===== src/rtl/safe_pkg.sv =====
// Definitions shared by the safe's keypad scanner, password comparator and state manager:
// key code constants, the scan state encoding and a small column helper.
package safe_pkg;

    localparam logic [3:0] KEY_0     = 4'h0;
    localparam logic [3:0] KEY_1     = 4'h1;
    localparam logic [3:0] KEY_2     = 4'h2;
    localparam logic [3:0] KEY_3     = 4'h3;
    localparam logic [3:0] KEY_4     = 4'h4;
    localparam logic [3:0] KEY_5     = 4'h5;
    localparam logic [3:0] KEY_6     = 4'h6;
    localparam logic [3:0] KEY_7     = 4'h7;
    localparam logic [3:0] KEY_8     = 4'h8;
    localparam logic [3:0] KEY_9     = 4'h9;
    localparam logic [3:0] KEY_STAR  = 4'hA;
    localparam logic [3:0] KEY_SHARP = 4'hB;

    typedef enum logic [2:0] {
        SCAN,
        DEBOUNCE,
        EMIT,
        HOLD,
        RELEASE
    } scan_state_e;

    // A column sample names a single key only when exactly one line is high.
    function automatic logic is_onehot3(input logic [2:0] v);
        return (v == 3'b001) || (v == 3'b010) || (v == 3'b100);
    endfunction

endpackage


===== src/rtl/keypad_key_decoder.sv =====
// Combinational map from (scanned row, one-hot column) to the safe's 4-bit key code.
module keypad_key_decoder
    import safe_pkg::*;
(
    input  logic [1:0] row_idx,
    input  logic [2:0] col,
    output logic [3:0] key_code
);

    always_comb begin
        key_code = KEY_0;
        case (row_idx)
            2'd0: begin
                case (col)
                    3'b001:  key_code = KEY_1;
                    3'b010:  key_code = KEY_2;
                    3'b100:  key_code = KEY_3;
                    default: key_code = KEY_0;
                endcase
            end
            2'd1: begin
                case (col)
                    3'b001:  key_code = KEY_4;
                    3'b010:  key_code = KEY_5;
                    3'b100:  key_code = KEY_6;
                    default: key_code = KEY_0;
                endcase
            end
            2'd2: begin
                case (col)
                    3'b001:  key_code = KEY_7;
                    3'b010:  key_code = KEY_8;
                    3'b100:  key_code = KEY_9;
                    default: key_code = KEY_0;
                endcase
            end
            default: begin
                case (col)
                    3'b001:  key_code = KEY_STAR;
                    3'b010:  key_code = KEY_0;
                    3'b100:  key_code = KEY_SHARP;
                    default: key_code = KEY_0;
                endcase
            end
        endcase
    end

endmodule


===== src/rtl/keypad_scan_ctrl.sv =====
// 4x3 safe keypad scanner: one-hot row strobe, synchronized column sampling, press/release
// debounce, and a single key_valid pulse with its key code per physical press.
module keypad_scan_ctrl
    import safe_pkg::*;
#(
    parameter int SCAN_DIV   = 1000,
    parameter int DEB_CYCLES = 20000
) (
    input  logic       clk,
    input  logic       rst_n,
    input  logic       enable,
    input  logic [2:0] col_sense,
    output logic [3:0] row_drive,
    output logic       key_valid,
    output logic [3:0] key_code,
    output logic       key_star,
    output logic       key_sharp,
    output logic       key_held
);

    localparam int CNT_MAX = (SCAN_DIV > DEB_CYCLES) ? SCAN_DIV : DEB_CYCLES;
    localparam int CNT_W   = $clog2(CNT_MAX + 1);
    localparam logic [CNT_W-1:0] DIV_LAST = CNT_W'(SCAN_DIV - 1);
    localparam logic [CNT_W-1:0] DEB_LAST = CNT_W'(DEB_CYCLES - 1);

    scan_state_e      state, state_nxt;
    logic [1:0]       row_idx, row_nxt;
    logic [CNT_W-1:0] div_cnt, div_nxt;
    logic [CNT_W-1:0] deb_cnt, deb_nxt;
    logic [2:0]       col_lat, col_lat_nxt;
    logic [2:0]       col_p0, col_s;
    logic             code_load;
    logic [3:0]       dec_code;

    // Stage p0 -> s: two-flop synchronizer for the asynchronous column lines.
    always_ff @(posedge clk or negedge rst_n) begin
        if (!rst_n) begin
            col_p0 <= 3'b000;
            col_s  <= 3'b000;
        end else begin
            col_p0 <= col_sense;
            col_s  <= col_p0;
        end
    end

    keypad_key_decoder u_dec (
        .row_idx  (row_idx),
        .col      (col_lat),
        .key_code (dec_code)
    );

    always_ff @(posedge clk or negedge rst_n) begin
        if (!rst_n) begin
            state    <= SCAN;
            row_idx  <= 2'd0;
            div_cnt  <= '0;
            deb_cnt  <= '0;
            col_lat  <= 3'b000;
            key_code <= KEY_0;
        end else begin
            state   <= state_nxt;
            row_idx <= row_nxt;
            div_cnt <= div_nxt;
            deb_cnt <= deb_nxt;
            col_lat <= col_lat_nxt;
            if (code_load) begin
                key_code <= dec_code;
            end
        end
    end

    always_comb begin
        state_nxt   = state;
        row_nxt     = row_idx;
        div_nxt     = div_cnt;
        deb_nxt     = deb_cnt;
        col_lat_nxt = col_lat;
        code_load   = 1'b0;

        if (!enable) begin
            // Idle discards any press in progress; key_code is deliberately left alone.
            state_nxt = SCAN;
            row_nxt   = 2'd0;
            div_nxt   = '0;
            deb_nxt   = '0;
        end else begin
            case (state)
                SCAN: begin
                    if (div_cnt == DIV_LAST) begin
                        div_nxt = '0;
                        if (is_onehot3(col_s)) begin
                            col_lat_nxt = col_s;
                            deb_nxt     = '0;
                            state_nxt   = DEBOUNCE;
                        end else begin
                            row_nxt = row_idx + 2'd1;
                        end
                    end else begin
                        div_nxt = div_cnt + CNT_W'(1);
                    end
                end
                DEBOUNCE: begin
                    if (col_s == col_lat) begin
                        if (deb_cnt == DEB_LAST) begin
                            deb_nxt   = '0;
                            code_load = 1'b1;
                            state_nxt = EMIT;
                        end else begin
                            deb_nxt = deb_cnt + CNT_W'(1);
                        end
                    end else begin
                        deb_nxt   = '0;
                        row_nxt   = row_idx + 2'd1;
                        state_nxt = SCAN;
                    end
                end
                EMIT: begin
                    state_nxt = HOLD;
                end
                HOLD: begin
                    // Any column activity keeps the scanner parked on the frozen row.
                    if (col_s == 3'b000) begin
                        deb_nxt   = '0;
                        state_nxt = RELEASE;
                    end
                end
                RELEASE: begin
                    if (col_s != 3'b000) begin
                        deb_nxt   = '0;
                        state_nxt = HOLD;
                    end else if (deb_cnt == DEB_LAST) begin
                        deb_nxt   = '0;
                        div_nxt   = '0;
                        row_nxt   = row_idx + 2'd1;
                        state_nxt = SCAN;
                    end else begin
                        deb_nxt = deb_cnt + CNT_W'(1);
                    end
                end
                default: begin
                    state_nxt = SCAN;
                    deb_nxt   = '0;
                    div_nxt   = '0;
                end
            endcase
        end
    end

    assign row_drive = enable ? (4'b0001 << row_idx) : 4'b0000;
    assign key_valid = (state == EMIT);
    assign key_star  = key_valid && (key_code == KEY_STAR);
    assign key_sharp = key_valid && (key_code == KEY_SHARP);
    assign key_held  = (state == EMIT) || (state == HOLD) || (state == RELEASE);

endmodule


===== config.mk =====
export PLATFORM = sky130hd
export DESIGN_NAME = keypad_scan_ctrl
export DESIGN_NICKNAME = d
export VERILOG_FILES = /design/src/rtl/safe_pkg.sv /design/src/rtl/keypad_key_decoder.sv /design/src/rtl/keypad_scan_ctrl.sv
export SDC_FILE = /design/constraint.sdc
export NUM_CORES = 1
export LEC_CHECK = 0
export ABC_AREA = 1
export CAP_MARGIN = 40
export CORE_MARGIN = 10
export CORE_UTILIZATION = 55
export CTS_BUF_LIST = sky130_fd_sc_hd__clkbuf_2
export DETAILED_ROUTE_END_ITERATION = 7
export PLACE_DENSITY = 0.74
export RECOVER_POWER = 50
export SYNTH_ARGS = -nofsm -noshare
export SYNTH_HDL_FRONTEND = slang
export SYNTH_SLANG_ARGS = --single-unit

===== constraint.sdc =====
create_clock -name clk -period 1.96 [get_ports clk]
set_clock_uncertainty 0.05 [all_clocks]
set_input_delay 0.588 -clock clk [delete_from_list [all_inputs] [get_ports clk]]
set_output_delay 0.588 -clock clk [all_outputs]
set_load 0.005 [all_outputs]

; ---- Yosys cells after proc, flatten, opt, wreduce, memory -nomap -nowiden
; Index checks and enable logic that the tools add are counted.
[classes]
muxes = 39
n_reduce_logical = 16
eq_ne = 29
addsub = 3
shift = 1
[ops]
columns = op, n
row1 = $mux 15, 11
row2 = $pmux 15 s5, 1
row3 = $pmux 15 s3, 1
row4 = $add 15x1->15 const B, 2
row5 = $mux 3, 8
row6 = $pmux 4 s3, 2
row7 = $ne 3x3->1 const B, 7
row8 = $eq 15x10->1 const B, 1
row9 = $eq 15x15->1 const B, 1
row10 = $pmux 3 s5, 1
row11 = $eq 3x2->1 const B, 4
row12 = $mux 2, 6
row13 = $pmux 2 s3, 2
row14 = $eq 3x1->1 const B, 3
row15 = $eq 3x3->1 const B, 3
row16 = $pmux 3 s3, 1
row17 = $eq 4x4->1 const B, 2
row18 = $ne 4x4->1 const B, 2
row19 = $pmux 4 s2, 1
row20 = $reduce_and 4->1, 2
row21 = $logic_not 3->1, 2
row22 = $reduce_and 6->1, 1
row23 = $reduce_and 5->1, 1
row24 = $logic_or 1x1->1, 4
row25 = other kinds (14), 19
[word_totals]
regBits = 48
wordCells = 96
inputBits = 6
out_inout_bits = 12

; ---- Longest topological paths before layout
[logic_depth]
word_depth = 7
ltp_mapped = 12
mapped_depth_nobuf = 12

; ---- Hierarchy
; From an unflattened synthesis, not the netlist that was laid out.
[hier_totals]
hier_cells = 500
area_unflattened_um2 = 3353.2
[by_module_without_submodules]
columns = mod, area_per_inst_um2, seq_area_each_um2, n_inst, cells_each
row1 = keypad_scan_ctrl, 3198.1, 1201.2, 1, 464
row2 = keypad_key_decoder, 155.1, 0.0, 1, 36

; ---- Least setup slack after synthesis
; Ideal clock, no wire load.
[synth_timing]
path_type = input to output
from = input port enable
to = output port row_drive[0]
slack_ns = 0.026
stages = 5
required_ns = 1.322
arrival_time_ns = 1.296
path_buffers = 3
cell_sequence = buf_4 > buf_2 > buf_1 > nand2_1 > inv_1
[synth_via]
elab_chain_len = 1
[synth_lines]
columns = element, line_no
row1 = start: declaration, keypad_scan_ctrl.sv:11  ; input logic enable,
row2 = $mux 4, keypad_scan_ctrl.sv:149  ; assign row_drive = enable ? (4'b0001 << row_idx) : 4'b0000;
row3 = end: declaration, keypad_scan_ctrl.sv:13  ; output logic [3:0] row_drive,
; No other way between the ends.

; ---- Final worst setup path
[layout_timing]
from = register state[0]
to = output port key_sharp
[layout_via]
elab_chain_len = 2
[layout_lines]
columns = element, line_no
row1 = start: declaration, keypad_scan_ctrl.sv:26  ; scan_state_e state, state_nxt;
row2 = start signal: assignment, keypad_scan_ctrl.sv:61  ; state <= state_nxt;
row3 = $eq 3x2->1, keypad_scan_ctrl.sv:150  ; assign key_valid = (state == EMIT);
row4 = $logic_and 1x1->1, keypad_scan_ctrl.sv:152  ; assign key_sharp = key_valid && (key_code == KEY_SHARP);
row5 = end: declaration, keypad_scan_ctrl.sv:17  ; output logic key_sharp,
; No other way between the ends.

==> run_results.csv <==
group,metric,value,unit
timing,final.period_utilization,1.109,
global_route,grt_pass1_vias,3181,
timing,tightest_slew,1.198,ns
synth,netlist_instances,484,
final_layout,final_nets,554,
critical_path,crit_fanout,2,
synth,synth.largest_area_cell,"dfrtp_1",
detailed_routing,vias,3197,
cts,insertion_delay,0.42,ns
global_route,grtUsageTotal,0.1734,
detailed_routing,wl,8.169,mm
detailed_routing,wl_per_cell,13.24,µm
cts,clkTransAtPathRegs,0.23,ns
final_layout,n_antenna_cell,0,
cts,hold_buffers,0,
timing,fin_crit,2.174,ns
power,switching_power,1.013,mW
die,die_h,97.18,µm
global_route,antenna_found_initial,0,
critical_path,critical_path_arrival,1.54,ns
worst_hold_path,min-delay-path-class,"flop to flop",
synth,yosysWarnings,0,
synth,synth_top_area_frac,0.3667,
placed_design,gp_congestion,0.9128,
power,ir_worst_vdd,0.5344,mV
critical_path,path_delay_family,"flip-flops",
synth,synth_area,3276,µm²
final_layout,syn2layout_area_growth,21.01,%
die,ios,18,
power,sw_frac_of_total,0.3597,
cts,numCtsBuffers,5,
critical_path,slowest_delay,0.46,ns
synth,syn_avg_cell_area,6.768,µm²
critical_path,timing.critical_path.buf_inv,3,
critical_path,cp-end-kind,"primary output",
detailed_routing,drc,0,
flow_run,maxCapViolations,0,
global_route,grt_max_degree,49,
timing,max_freq,460.0,MHz
detailed_routing,first_pass_iters,5,
power,power_density,710.4,nW/µm²
power,p_leak,2.005,nW
global_route,grt_pass1_wl,14.14,mm
detailed_routing,drt_iter0_markers,139,
critical_path,crit_type,"flop to primary output",
final_layout,final_util,0.6775,
timing,fin_tns_setup,-1.157,ns
synth,synth.distinct_cells,32,
timing,relSlewSlack,0.2016,
die,start_util,0.5599,
critical_path,start_kind,"flop",
cts,cts_sinks,48,
critical_path,path_cells,"buf_6 -> nor2_4 -> buf_6 -> nand4_1 -> nor2_1 -> buf_2",
cts,clk_path_buf_depth,2,
final_layout,drive_gt1_frac,0.2066,
synth,synth.net_count,497,
synth,synth_area_leaders,"dfrtp_1 37%, nand2_1 18%, nand3_1 9.2%",
die,dieWidth,97.18,µm
power,p_int,1.803,mW
run_status,status,"finished with violations",
critical_path,crit_required,1.32,ns
critical_path,slowest_stage,"dfrtp_1",
run_status,violations,"negative setup slack",
cts,cts_tree,"yes",
cts,clockRootBuffer,"clkbuf_2",
placed_design,port-buffer-count,17,
die,core_area,5851,µm²
critical_path,cpMostUsedCell,"buf_6",
placed_design,dp_hpwl,5.832,mm
power,pwr-share-seq,0.400,
synth,ys_seq_elements,48,
cts,cts_htree_levels,2,
timing,setup-violations-final,8,
detailed_routing,via_per_inst,5.182,
detailed_routing,antenna_left,0,
power,clkPwrFrac,0.191,
timing,worst_slack,-0.2139,ns
timing,slew_violations,0,
timing,rsz0062_at_grt,"true",
timing,hold_violations,0,
power,pwr-share-comb,0.408,
synth,ys_seq_area_frac,0.3667,
die,fp-row-count,28,
die,die-area,9443,µm²
global_route,overflow,0,
==> layout make-up <==
cell class | count | area (µm²)
Sequential cell | 48 | 1202
Tap cell | 75 | 93.84
Inverter | 68 | 265.3
Clock buffer | 6 | 30.03
Fill cell | 506 | 1887
Timing Repair Buffer | 58 | 490.5
Clock inverter | 2 | 35.03
Multi-Input combinational cell | 360 | 1847
==> Yosys cell counts <==
| library cell | count |
|---|---|
| xnor2_1 | 2 |
| xor2_1 | 10 |
| nor2_2 | 5 |
| a21oi_1 | 2 |
| nor3_1 | 7 |
| nor2_4 | 3 |
| nor2_1 | 47 |
| nand3_1 | 60 |
| buf_2 | 2 |
| nor3_2 | 2 |
| nand3b_4 | 1 |
| o2111ai_1 | 1 |
| nand2_4 | 1 |
| buf_1 | 1 |
| inv_2 | 12 |
| nand3_2 | 2 |
| o21ai_0 | 16 |
| dfrtp_1 | 48 |
| nand2_1 | 155 |
| o21ai_1 | 16 |
| inv_4 | 1 |
| o211ai_1 | 1 |
| nor2_8 | 1 |
| nand2_2 | 9 |
| buf_4 | 2 |
| clkbuf_1 | 1 |
| buf_6 | 2 |
| o21a_1 | 1 |
| or2_1 | 1 |
| ha_1 | 7 |
| inv_1 | 55 |
| nand4_1 | 10 |
==> worst register-to-register path, delay by kind of cell (launching register included) <==
family,cells,cell delay [ns]
AND/OR/NAND/NOR,8,0.75
flip-flops,1,0.49
buffers and inverters,3,0.25
adder cells (fa/ha/maj),1,0.22
==> repair_timing <==
item,4_1_cts,5_1_grt
pin swaps,6,7
setup endpoints to repair,26,22
setup buffers,13,6
gates resized for setup,58,20
==> routing by layer <==
layer	share of wire	vias up	track usage
li1	-	1643	-
met3	0.044	9	0.03485
met1	0.44	1483	0.2102
met5	0	-	0
met4	0.012	0	0.05562
met2	0.51	62	0.2984
==> kinds of logic (layout without fill, tap and decap cells) <==
logic type / Yosys count / count (layout) / synth area share
flip-flops: 48 / 48 / 0.3667
buffers and inverters: 76 / 134 / 0.09549
AND/OR/NAND/NOR: 304 / 304 / 0.4198
AO/OA/AOI/OAI: 37 / 37 / 0.05921
adder cells (fa/ha/maj): 7 / 7 / 0.02674
XOR/XNOR: 12 / 12 / 0.03209
==> worst paths after layout <==
kind	start	to	slack, ns	depth (start not counted)
hold / removal	col_p0[0]$_DFF_PN0_	col_s[0]$_DFF_PN0_	0.33	0
hold reg to reg	col_p0[0]$_DFF_PN0_	col_s[0]$_DFF_PN0_	0.33	0
setup / recovery	state[0]$_DFFE_PN0P_	key_sharp	-0.21	6
setup reg to reg	div_cnt[0]$_DFFE_PN0P_	deb_cnt[11]$_DFFE_PN0P_	0.15	12
min in group asynchronous	rst_n	key_code[0]$_DFFE_PN0P_	0.38	2
max in group asynchronous	rst_n	row_idx[1]$_DFFE_PN0P_	0.70	2
==> flip-flops by register name, summed over array words and instances, names as in the netlist <==
signal    count
deb_cnt      15
row_idx       2
col_p0        3
div_cnt      15
state         3
col_lat       3
col_s         3
key_code      4
==> per-stage QoR <==
step           setup WS, ns  instances  instance area (µm²)  total power, mW  hold WS, ns
2_1_floorplan       0.02643        484                 3276            1.611       0.2424
3_5_place_dp        -0.5271        591                 3665            1.928       0.2864
3_3_place_gp        -0.4767        591                 3665            1.902       0.2828
6_report            -0.2139        617                 3964            2.816       0.3313
5_1_grt             -0.3305        617                 3964            2.982       0.3537
4_1_cts             -0.2774        612                 3891            2.724      0.02932
==> layout by cell type (no fill, tap or decap), types with 2 or more instances in the layout <==
master / instances
nand3_2: 2
inv_1: 49
nor3_1: 7
dfrtp_1: 47
xor2_1: 10
nand4_1: 10
a21oi_1: 2
o21ai_1: 16
nor2_4: 5
inv_2: 16
nor3_2: 2
clkdlybuf4s50_1: 3
ha_1: 3
nand2_4: 3
ha_4: 4
buf_6: 14
nor2_1: 46
o21ai_0: 16
dlygate4sd2_1: 5
nand2_2: 12
nand2_1: 150
buf_2: 4
xnor2_1: 2
clkbuf_2: 8
nand3_1: 60
buf_4: 29
inv_4: 2
nor2_2: 4
==> power groups by stage <==
stage               logic (mW)  registers [mW]  clock network [mW]
finish                    1.15            1.13               0.539
global route              1.25            1.13               0.596
CTS                       1.05            1.12               0.559
detailed placement       0.783            1.15                   0
global placement         0.761            1.14                   0
floorplan                0.478            1.13                   0
Power figures use the tool's default switching activity.
